### config.mk
export PLATFORM = sky130hd
export DESIGN_NAME = fnd_scan_decoder_flat
export DESIGN_NICKNAME = d
export VERILOG_FILES = /design/src/rtl/fnd_scan_decoder_if.sv /design/src/rtl/fnd_scan_decoder.sv /design/src/flat_wrapper.sv
export SDC_FILE = /design/constraint.sdc
export NUM_CORES = 1
export LEC_CHECK = 0
export BUFFER_PORTS_ARGS = -buffer_cell sky130_fd_sc_hd__buf_2
export CORE_MARGIN = 4
export CORE_UTILIZATION = 45
export CTS_CLUSTER_DIAMETER = 60
export DETAILED_ROUTE_END_ITERATION = 6
export GPL_TIMING_DRIVEN = 0
export HOLD_SLACK_MARGIN = 0.06
export SLEW_MARGIN = 15
export SYNTH_ARGS = -nofsm -noshare
export SYNTH_HDL_FRONTEND = slang
export SYNTH_SLANG_ARGS = --single-unit
### constraint.sdc
create_clock -name clk -period 5.9 [get_ports clk]
set_input_delay 0.59 -clock clk [delete_from_list [all_inputs] [get_ports clk]]
set_output_delay 0.59 -clock clk [all_outputs]
set_load 0.01 [all_outputs]
### src/rtl/fnd_scan_decoder_if.sv
// Scanned 7-segment bus (digit select + segments) and the decoded frame it produces.
// The master drives the scan lines and clr_err; the slave returns the committed digits and flags.
interface fnd_scan_decoder_if;
  logic [3:0] fnd_com;
  logic [7:0] fnd_data;
  logic       clr_err;
  logic [3:0] digit0;
  logic [3:0] digit1;
  logic [3:0] digit2;
  logic [3:0] digit3;
  logic [3:0] dp_out;
  logic       frame_valid;
  logic       seg_err;
  logic       com_err;

  modport master (
    output fnd_com, fnd_data, clr_err,
    input  digit0, digit1, digit2, digit3, dp_out, frame_valid, seg_err, com_err
  );

  modport slave (
    input  fnd_com, fnd_data, clr_err,
    output digit0, digit1, digit2, digit3, dp_out, frame_valid, seg_err, com_err
  );
endinterface

### src/rtl/fnd_scan_decoder.sv
// Recovers digit values from a multiplexed active-low 7-segment scan; capture STABLE_CYCLES+1 edges after an input change.
// No backpressure: the scan is sampled freely and a full 4-digit frame is committed atomically with a 1-cycle frame_valid.
module fnd_scan_decoder #(
  parameter int STABLE_CYCLES = 4
) (
  input  logic              clk,
  input  logic              rst,
  fnd_scan_decoder_if.slave bus
);

  localparam logic [7:0] CNT_SAT = 8'(STABLE_CYCLES);
  localparam logic [7:0] CNT_CAP = 8'(STABLE_CYCLES - 2);

  typedef enum logic [1:0] {IDLE, SETTLE, HELD} state_t;
  state_t state;

  logic [3:0]      com_q;
  logic [3:0]      com_prev;
  logic [7:0]      data_q;
  logic [7:0]      data_prev;
  logic [7:0]      stab_cnt;
  logic [3:0]      mask;
  logic [3:0][3:0] shadow;
  logic [3:0]      shadow_dp;
  logic [3:0][3:0] digit_q;
  logic [3:0]      dp_q;
  logic            frame_valid_q;
  logic            seg_err_q;
  logic            com_err_q;

  logic            changed;
  logic            capture;
  logic            one_low;
  logic            multi_low;
  logic            seg_ok;
  logic            wr_ok;
  logic            seg_ev;
  logic            com_ev;
  logic [3:0]      seg_val;
  logic [3:0]      next_mask;
  logic [3:0][3:0] shadow_nxt;
  logic [3:0]      dp_nxt;

  // Counter value CNT_CAP on an unchanged edge means it reaches STABLE_CYCLES-1 on this edge.
  always_comb begin
    changed   = {com_q, data_q} != {com_prev, data_prev};
    capture   = (state == SETTLE) && !changed && (stab_cnt == CNT_CAP);
    one_low   = (com_q == 4'hE) || (com_q == 4'hD) || (com_q == 4'hB) || (com_q == 4'h7);
    multi_low = !one_low && (com_q != 4'hF);
  end

  always_comb begin
    seg_val = 4'h0;
    seg_ok  = 1'b1;
    case (data_q[6:0])
      7'h40:   seg_val = 4'h0;
      7'h79:   seg_val = 4'h1;
      7'h24:   seg_val = 4'h2;
      7'h30:   seg_val = 4'h3;
      7'h19:   seg_val = 4'h4;
      7'h12:   seg_val = 4'h5;
      7'h02:   seg_val = 4'h6;
      7'h78:   seg_val = 4'h7;
      7'h00:   seg_val = 4'h8;
      7'h10:   seg_val = 4'h9;
      7'h7F:   seg_val = 4'hF;
      default: seg_ok  = 1'b0;
    endcase
  end

  always_comb begin
    wr_ok     = capture && one_low && seg_ok;
    seg_ev    = capture && one_low && !seg_ok;
    com_ev    = capture && multi_low;
    next_mask = mask | ~com_q;
    for (int i = 0; i < 4; i++) begin
      shadow_nxt[i] = (wr_ok && !com_q[i]) ? seg_val : shadow[i];
      dp_nxt[i]     = (wr_ok && !com_q[i]) ? ~data_q[7] : shadow_dp[i];
    end
  end

  always_ff @(posedge clk or negedge rst) begin
    if (!rst) begin
      com_q         <= 4'hF;
      data_q        <= 8'hFF;
      com_prev      <= 4'hF;
      data_prev     <= 8'hFF;
      stab_cnt      <= '0;
      state         <= IDLE;
      mask          <= '0;
      shadow        <= '0;
      shadow_dp     <= '0;
      digit_q       <= '0;
      dp_q          <= '0;
      frame_valid_q <= 1'b0;
      seg_err_q     <= 1'b0;
      com_err_q     <= 1'b0;
    end else begin
      com_q     <= bus.fnd_com;
      data_q    <= bus.fnd_data;
      com_prev  <= com_q;
      data_prev <= data_q;

      if (changed)
        stab_cnt <= '0;
      else if (stab_cnt != CNT_SAT)
        stab_cnt <= stab_cnt + 8'd1;

      case (state)
        IDLE:    if (com_q != 4'hF) state <= SETTLE;
        SETTLE: begin
          if (changed)      state <= (com_q == 4'hF) ? IDLE : SETTLE;
          else if (capture) state <= HELD;
        end
        HELD:    if (changed) state <= (com_q == 4'hF) ? IDLE : SETTLE;
        default: state <= IDLE;
      endcase

      frame_valid_q <= 1'b0;
      if (wr_ok) begin
        shadow    <= shadow_nxt;
        shadow_dp <= dp_nxt;
        // The completing capture is folded into the committed frame on the same edge.
        if (next_mask == 4'hF) begin
          digit_q       <= shadow_nxt;
          dp_q          <= dp_nxt;
          frame_valid_q <= 1'b1;
          mask          <= '0;
        end else begin
          mask <= next_mask;
        end
      end

      seg_err_q <= seg_ev | (seg_err_q & ~bus.clr_err);
      com_err_q <= com_ev | (com_err_q & ~bus.clr_err);
    end
  end

  assign bus.digit0      = digit_q[0];
  assign bus.digit1      = digit_q[1];
  assign bus.digit2      = digit_q[2];
  assign bus.digit3      = digit_q[3];
  assign bus.dp_out      = dp_q;
  assign bus.frame_valid = frame_valid_q;
  assign bus.seg_err     = seg_err_q;
  assign bus.com_err     = com_err_q;

endmodule

### src/flat_wrapper.sv
// flat-port wrapper written by rule: the top's interface ports become plain ports
module fnd_scan_decoder_flat 
#(
  parameter int STABLE_CYCLES = 4
)
  (clk, rst, bus_fnd_com, bus_fnd_data, bus_clr_err, bus_digit0, bus_digit1, bus_digit2, bus_digit3, bus_dp_out, bus_frame_valid, bus_seg_err, bus_com_err);
  fnd_scan_decoder_if bus_i ();
  input  logic clk;
  input  logic rst;
  input wire logic [$bits(bus_i.fnd_com)-1:0] bus_fnd_com;
  input wire logic [$bits(bus_i.fnd_data)-1:0] bus_fnd_data;
  input wire logic [$bits(bus_i.clr_err)-1:0] bus_clr_err;
  output wire logic [$bits(bus_i.digit0)-1:0] bus_digit0;
  output wire logic [$bits(bus_i.digit1)-1:0] bus_digit1;
  output wire logic [$bits(bus_i.digit2)-1:0] bus_digit2;
  output wire logic [$bits(bus_i.digit3)-1:0] bus_digit3;
  output wire logic [$bits(bus_i.dp_out)-1:0] bus_dp_out;
  output wire logic [$bits(bus_i.frame_valid)-1:0] bus_frame_valid;
  output wire logic [$bits(bus_i.seg_err)-1:0] bus_seg_err;
  output wire logic [$bits(bus_i.com_err)-1:0] bus_com_err;
  assign bus_i.fnd_com = bus_fnd_com;
  assign bus_i.fnd_data = bus_fnd_data;
  assign bus_i.clr_err = bus_clr_err;
  assign bus_digit0 = bus_i.digit0;
  assign bus_digit1 = bus_i.digit1;
  assign bus_digit2 = bus_i.digit2;
  assign bus_digit3 = bus_i.digit3;
  assign bus_dp_out = bus_i.dp_out;
  assign bus_frame_valid = bus_i.frame_valid;
  assign bus_seg_err = bus_i.seg_err;
  assign bus_com_err = bus_i.com_err;
  fnd_scan_decoder #(.STABLE_CYCLES(STABLE_CYCLES)) u_core (.clk(clk), .rst(rst), .bus(bus_i));
endmodule
==> flow_results.xml <==
<?xml version="1.0" encoding="UTF-8"?>
<metrics>
  <group name="global_routing">
    <metric name="globalRouteOverflowTotal" unit="">0</metric>
    <metric name="grt_first_pass_wirelength" unit="µm">12000</metric>
    <metric name="grt_antenna_before_repair" unit="">0</metric>
    <metric name="grt_max_degree" unit="">53</metric>
    <metric name="grt_util_all_layers" unit="%">15.6</metric>
    <metric name="grt_pass1_vias" unit="">2416</metric>
  </group>
  <group name="drt">
    <metric name="avgViaCountPerCell" unit="">5.25</metric>
    <metric name="routed_wirelength" unit="µm">7120</metric>
    <metric name="routed_wire_length_per_instance" unit="µm">15.3</metric>
    <metric name="detailedRoute.firstPassIterationCount" unit="">4</metric>
    <metric name="drtIter0Drc" unit="">106</metric>
    <metric name="route.detailed.drc" unit="">0</metric>
    <metric name="vias" unit="">2452</metric>
    <metric name="postRouteAntennaNets" unit="">0</metric>
  </group>
  <group name="logic_synthesis">
    <metric name="synth-edff-count" unit="">0</metric>
    <metric name="synthDistinctLibCells" unit="">55</metric>
    <metric name="ys.flop_type" unit="">sky130_fd_sc_hd__dfrtp_1</metric>
    <metric name="yosys_warnings" unit="">0</metric>
    <metric name="synth_nets" unit="">326</metric>
    <metric name="synth.cell_area" unit="µm²">3750</metric>
    <metric name="ys_seq_area_share" unit="%">54.9</metric>
    <metric name="synth.ff_latch_count" unit="">81</metric>
    <metric name="syn_inst" unit="">308</metric>
    <metric name="synth_area_per_cell" unit="µm²">12.2</metric>
    <metric name="postSynth.asyncResetShare" unit="%">100</metric>
  </group>
  <group name="sta">
    <metric name="rsz_0062_raised_after_global_routing" unit="">false</metric>
    <metric name="layout_worst_path_cycle_share" unit="%">50.3</metric>
    <metric name="tns" unit="ps">0</metric>
    <metric name="hold_viol_final" unit="">0</metric>
    <metric name="final_period_minus_worst_setup_slack" unit="ps">2970</metric>
    <metric name="max_freq" unit="GHz">0.337</metric>
    <metric name="worst_slew_pin_slew" unit="ps">844</metric>
    <metric name="final-setup-viol-count" unit="">0</metric>
    <metric name="relSlewSlack" unit="%">43.0</metric>
    <metric name="final-max-slew-violation-count" unit="">0</metric>
    <metric name="clock-skew-final" unit="ps">9.52</metric>
  </group>
  <group name="final_layout">
    <metric name="drive_above_1_share" unit="%">35.9</metric>
    <metric name="seqCellArea" unit="µm²">2060</metric>
    <metric name="design.final.nets" unit="">375</metric>
    <metric name="n_fill_cell" unit="">740</metric>
    <metric name="post_layout_nonfiller_instances" unit="">467</metric>
    <metric name="multiInputGateArea" unit="µm²">1510</metric>
    <metric name="finish.utilization" unit="%">52.8</metric>
    <metric name="antenna-diode-count" unit="">0</metric>
    <metric name="flow.area_growth_from_synthesis" unit="%">15.1</metric>
  </group>
  <group name="outcome">
    <metric name="run_status" unit="">completed</metric>
  </group>
  <group name="clocking">
    <metric name="cts_hold_buf" unit="">0</metric>
    <metric name="clk-insertion-delay-late" unit="ps">350</metric>
    <metric name="cts.root.buffer_cell" unit="">sky130_fd_sc_hd__clkbuf_8</metric>
    <metric name="cts_tree" unit="">yes</metric>
    <metric name="clock_path_buffers" unit="">2</metric>
    <metric name="cts.sink_count" unit="">81</metric>
    <metric name="post-cts-setup-buffer-count" unit="">0</metric>
    <metric name="clk_pin_slew" unit="ps">80</metric>
    <metric name="cts_htree_levels" unit="">3</metric>
    <metric name="tritoncts.num_buffers" unit="">9</metric>
    <metric name="post_cts_resized" unit="">0</metric>
  </group>
  <group name="die">
    <metric name="fp.coreArea" unit="µm²">8180</metric>
    <metric name="fp.dieH" unit="µm">99.3</metric>
    <metric name="chipWidth" unit="µm">99.3</metric>
    <metric name="num_rows" unit="">33</metric>
    <metric name="fp.dieArea" unit="µm²">9850</metric>
    <metric name="boundaryPins" unit="">38</metric>
    <metric name="floorplan.initialDensity" unit="%">45.9</metric>
  </group>
  <group name="worst_setup_path">
    <metric name="reg2regPathDepth" unit="">7</metric>
    <metric name="worst-path-max-fanout" unit="">10</metric>
    <metric name="critical_path_arrival" unit="ps">3200</metric>
    <metric name="setup.worst_path.class" unit="">reg -&gt; reg</metric>
    <metric name="critPathLaunchType" unit="">register</metric>
    <metric name="regToRegSetupSlack" unit="ps">2930</metric>
    <metric name="setup.worst_path.end_class" unit="">register</metric>
    <metric name="critPathRequiredTime" unit="ps">6130</metric>
    <metric name="setup.worst_path.start" unit="">u_core.com_q[2]</metric>
    <metric name="slowest_stage" unit="">sky130_fd_sc_hd__a2111oi_4</metric>
    <metric name="cp_slowest_stage_delay" unit="ps">580</metric>
    <metric name="crit_chain" unit="">clkbuf_1 &gt; xor2_1 &gt; nor4_1 &gt; nand4_1 &gt; a2111oi_4 &gt; buf_6 &gt; mux2_4</metric>
    <metric name="timing.rr.end" unit="">u_core.bus.digit1[3]</metric>
    <metric name="worstReg2RegStart" unit="">u_core.com_q[2]</metric>
  </group>
  <group name="power_and_ir_drop">
    <metric name="leakage_power" unit="nW">2.03</metric>
    <metric name="powerDensity" unit="nW/µm²">250</metric>
    <metric name="max-vdd-ir-drop" unit="mV">0.126</metric>
  </group>
  <group name="placed_design">
    <metric name="gp_routability_congestion" unit="">0.886</metric>
    <metric name="placed_cells_incl_taps" unit="">451</metric>
    <metric name="dpl.hpwl" unit="µm">5120</metric>
    <metric name="place.port_buffers" unit="">37</metric>
  </group>
  <group name="hold_path">
    <metric name="hp-class" unit="">in -&gt; async</metric>
  </group>
  <group name="run">
    <metric name="max_cap_violations" unit="">0</metric>
  </group>
</metrics>
[synthesized netlist by cell type, types with 2 or more instances]
library cell,number,area [µm²]
sky130_fd_sc_hd__dfstp_2,24,631
sky130_fd_sc_hd__nand3_1,14,70.1
sky130_fd_sc_hd__nor3_1,2,10.0
sky130_fd_sc_hd__and3_1,4,25.0
sky130_fd_sc_hd__inv_1,13,48.8
sky130_fd_sc_hd__and3_2,2,15.0
sky130_fd_sc_hd__mux2i_1,4,40.0
sky130_fd_sc_hd__o22ai_1,2,12.5
sky130_fd_sc_hd__nand2_1,22,82.6
sky130_fd_sc_hd__mux2_1,6,67.6
sky130_fd_sc_hd__nor4_1,3,18.8
sky130_fd_sc_hd__mux2_2,24,270
sky130_fd_sc_hd__a31oi_1,2,12.5
sky130_fd_sc_hd__ha_1,3,37.5
sky130_fd_sc_hd__dfrtp_1,57,1430
sky130_fd_sc_hd__nand4_1,6,37.5
sky130_fd_sc_hd__o2111ai_1,4,35.0
sky130_fd_sc_hd__nor2b_1,2,12.5
sky130_fd_sc_hd__o21ai_0,20,100
sky130_fd_sc_hd__clkbuf_8,4,55.1
sky130_fd_sc_hd__xor2_1,18,158
sky130_fd_sc_hd__mux2_4,10,150
sky130_fd_sc_hd__buf_6,4,45.0
sky130_fd_sc_hd__clkbuf_1,4,15.0
sky130_fd_sc_hd__a21oi_1,6,30.0
sky130_fd_sc_hd__nand2b_1,2,12.5
sky130_fd_sc_hd__nor2_1,18,67.6
[worst max-delay path, delay by kind of cell (launching register included)]
family	cells	cell delay, ps
AOI/OAI and AO/OA	1	580
xor gates and xnor gates	1	120
buffers and inverters	2	580
muxes	1	310
and+or+nand+nor	2	730
DFF	1	540
[routing by layer]
layer  vias to the layer above  track usage [%]  part of all wire, %
li1                       1184                -                    -
met1                      1216             20.9                   48
met2                        46             25.2                   47
met3                         6             3.93                  4.0
met4                         0             4.73                 0.93
met5                         -                0                    0
[logic make-up after synthesis]
group           share of synthesized area, %
buf+inv                                 4.74
mux                                     14.1
fa+ha+maj                               1.27
compound gates                          8.65
xor+xnor                                4.44
flops                                   54.9
simple gates                            11.9
[cell usage in the layout, fill, tap and decap left out, drive strengths merged, types with 3 or more instances in the layout]
master   synthesis  layout
dfrtp           57      57
o2111ai          4       4
mux2            40      40
xor2            18      18
inv             13      13
nor2            18      18
a21oi            6       6
ha               3       3
clkbuf           8      18
nand3           14      14
clkinv           0       3
and3             7       7
nor4             3       3
mux2i            4       4
nand4            6       6
dfstp           24      24
o21ai           20      20
nand2           22      22
buf              5      43
[report_power, final]
group | total (mW) | switching [mW] | leakage (nW) | internal (mW)
Sequential | 0.578 | 0.00811 | 1.04 | 0.570
Combinational | 0.0581 | 0.0357 | 0.874 | 0.0224
Clock | 0.443 | 0.196 | 0.110 | 0.247
Total | 1.08 | 0.240 | 2.03 | 0.840
[per-stage QoR]
| stage | power, mW | hold slack, ps | worst slack (ps) | area (µm²) |
|---|---|---|---|---|
| after floorplan | 0.619 | 294 | 3390 | 3750 |
| after global placement | 0.644 | 356 | 2920 | 4070 |
| after detailed placement | 0.648 | 361 | 2900 | 4100 |
| after CTS | 1.09 | 164 | 2880 | 4310 |
| after global routing | 1.13 | 169 | 2760 | 4310 |
| final | 1.08 | 153 | 2930 | 4310 |
[layout make-up]
class,count,area share (%)
Buffer,14,2.99
Clock buffer,10,3.19
Clock inverter,6,1.89
Inverter,13,1.13
Multi-Input combinational cell,200,35.1
Sequential cell,81,47.7
Tap cell,105,3.05
Timing Repair Buffer,38,4.99
[state kept, by name, summed over array words and instances (netlist names), 2 cells and up]
signal / count
u_core.data_prev: 8
u_core.bus.digit0: 4
u_core.bus.digit1: 4
u_core.shadow: 16
u_core.bus.dp_out: 4
u_core.com_prev: 4
u_core.bus.digit3: 4
u_core.com_q: 4
u_core.mask: 4
u_core.data_q: 8
u_core.stab_cnt: 8
u_core.shadow_dp: 4
u_core.state: 2
u_core.bus.digit2: 4
[worst max-delay path by stage]
stage	end	slack [ps]	cells past startpoint
2_1_floorplan	u_core.bus.digit0[0]	3390	7
3_3_place_gp	u_core.bus.digit0[1]	2920	7
3_5_place_dp	u_core.bus.digit2[2]	2900	7
4_1_cts	u_core.bus.digit1[3]	2880	7
5_1_grt	u_core.bus.digit2[0]	2760	7
6_report	u_core.bus.digit1[3]	2930	7
No activity file was read; power rests on OpenSTA's default activity.
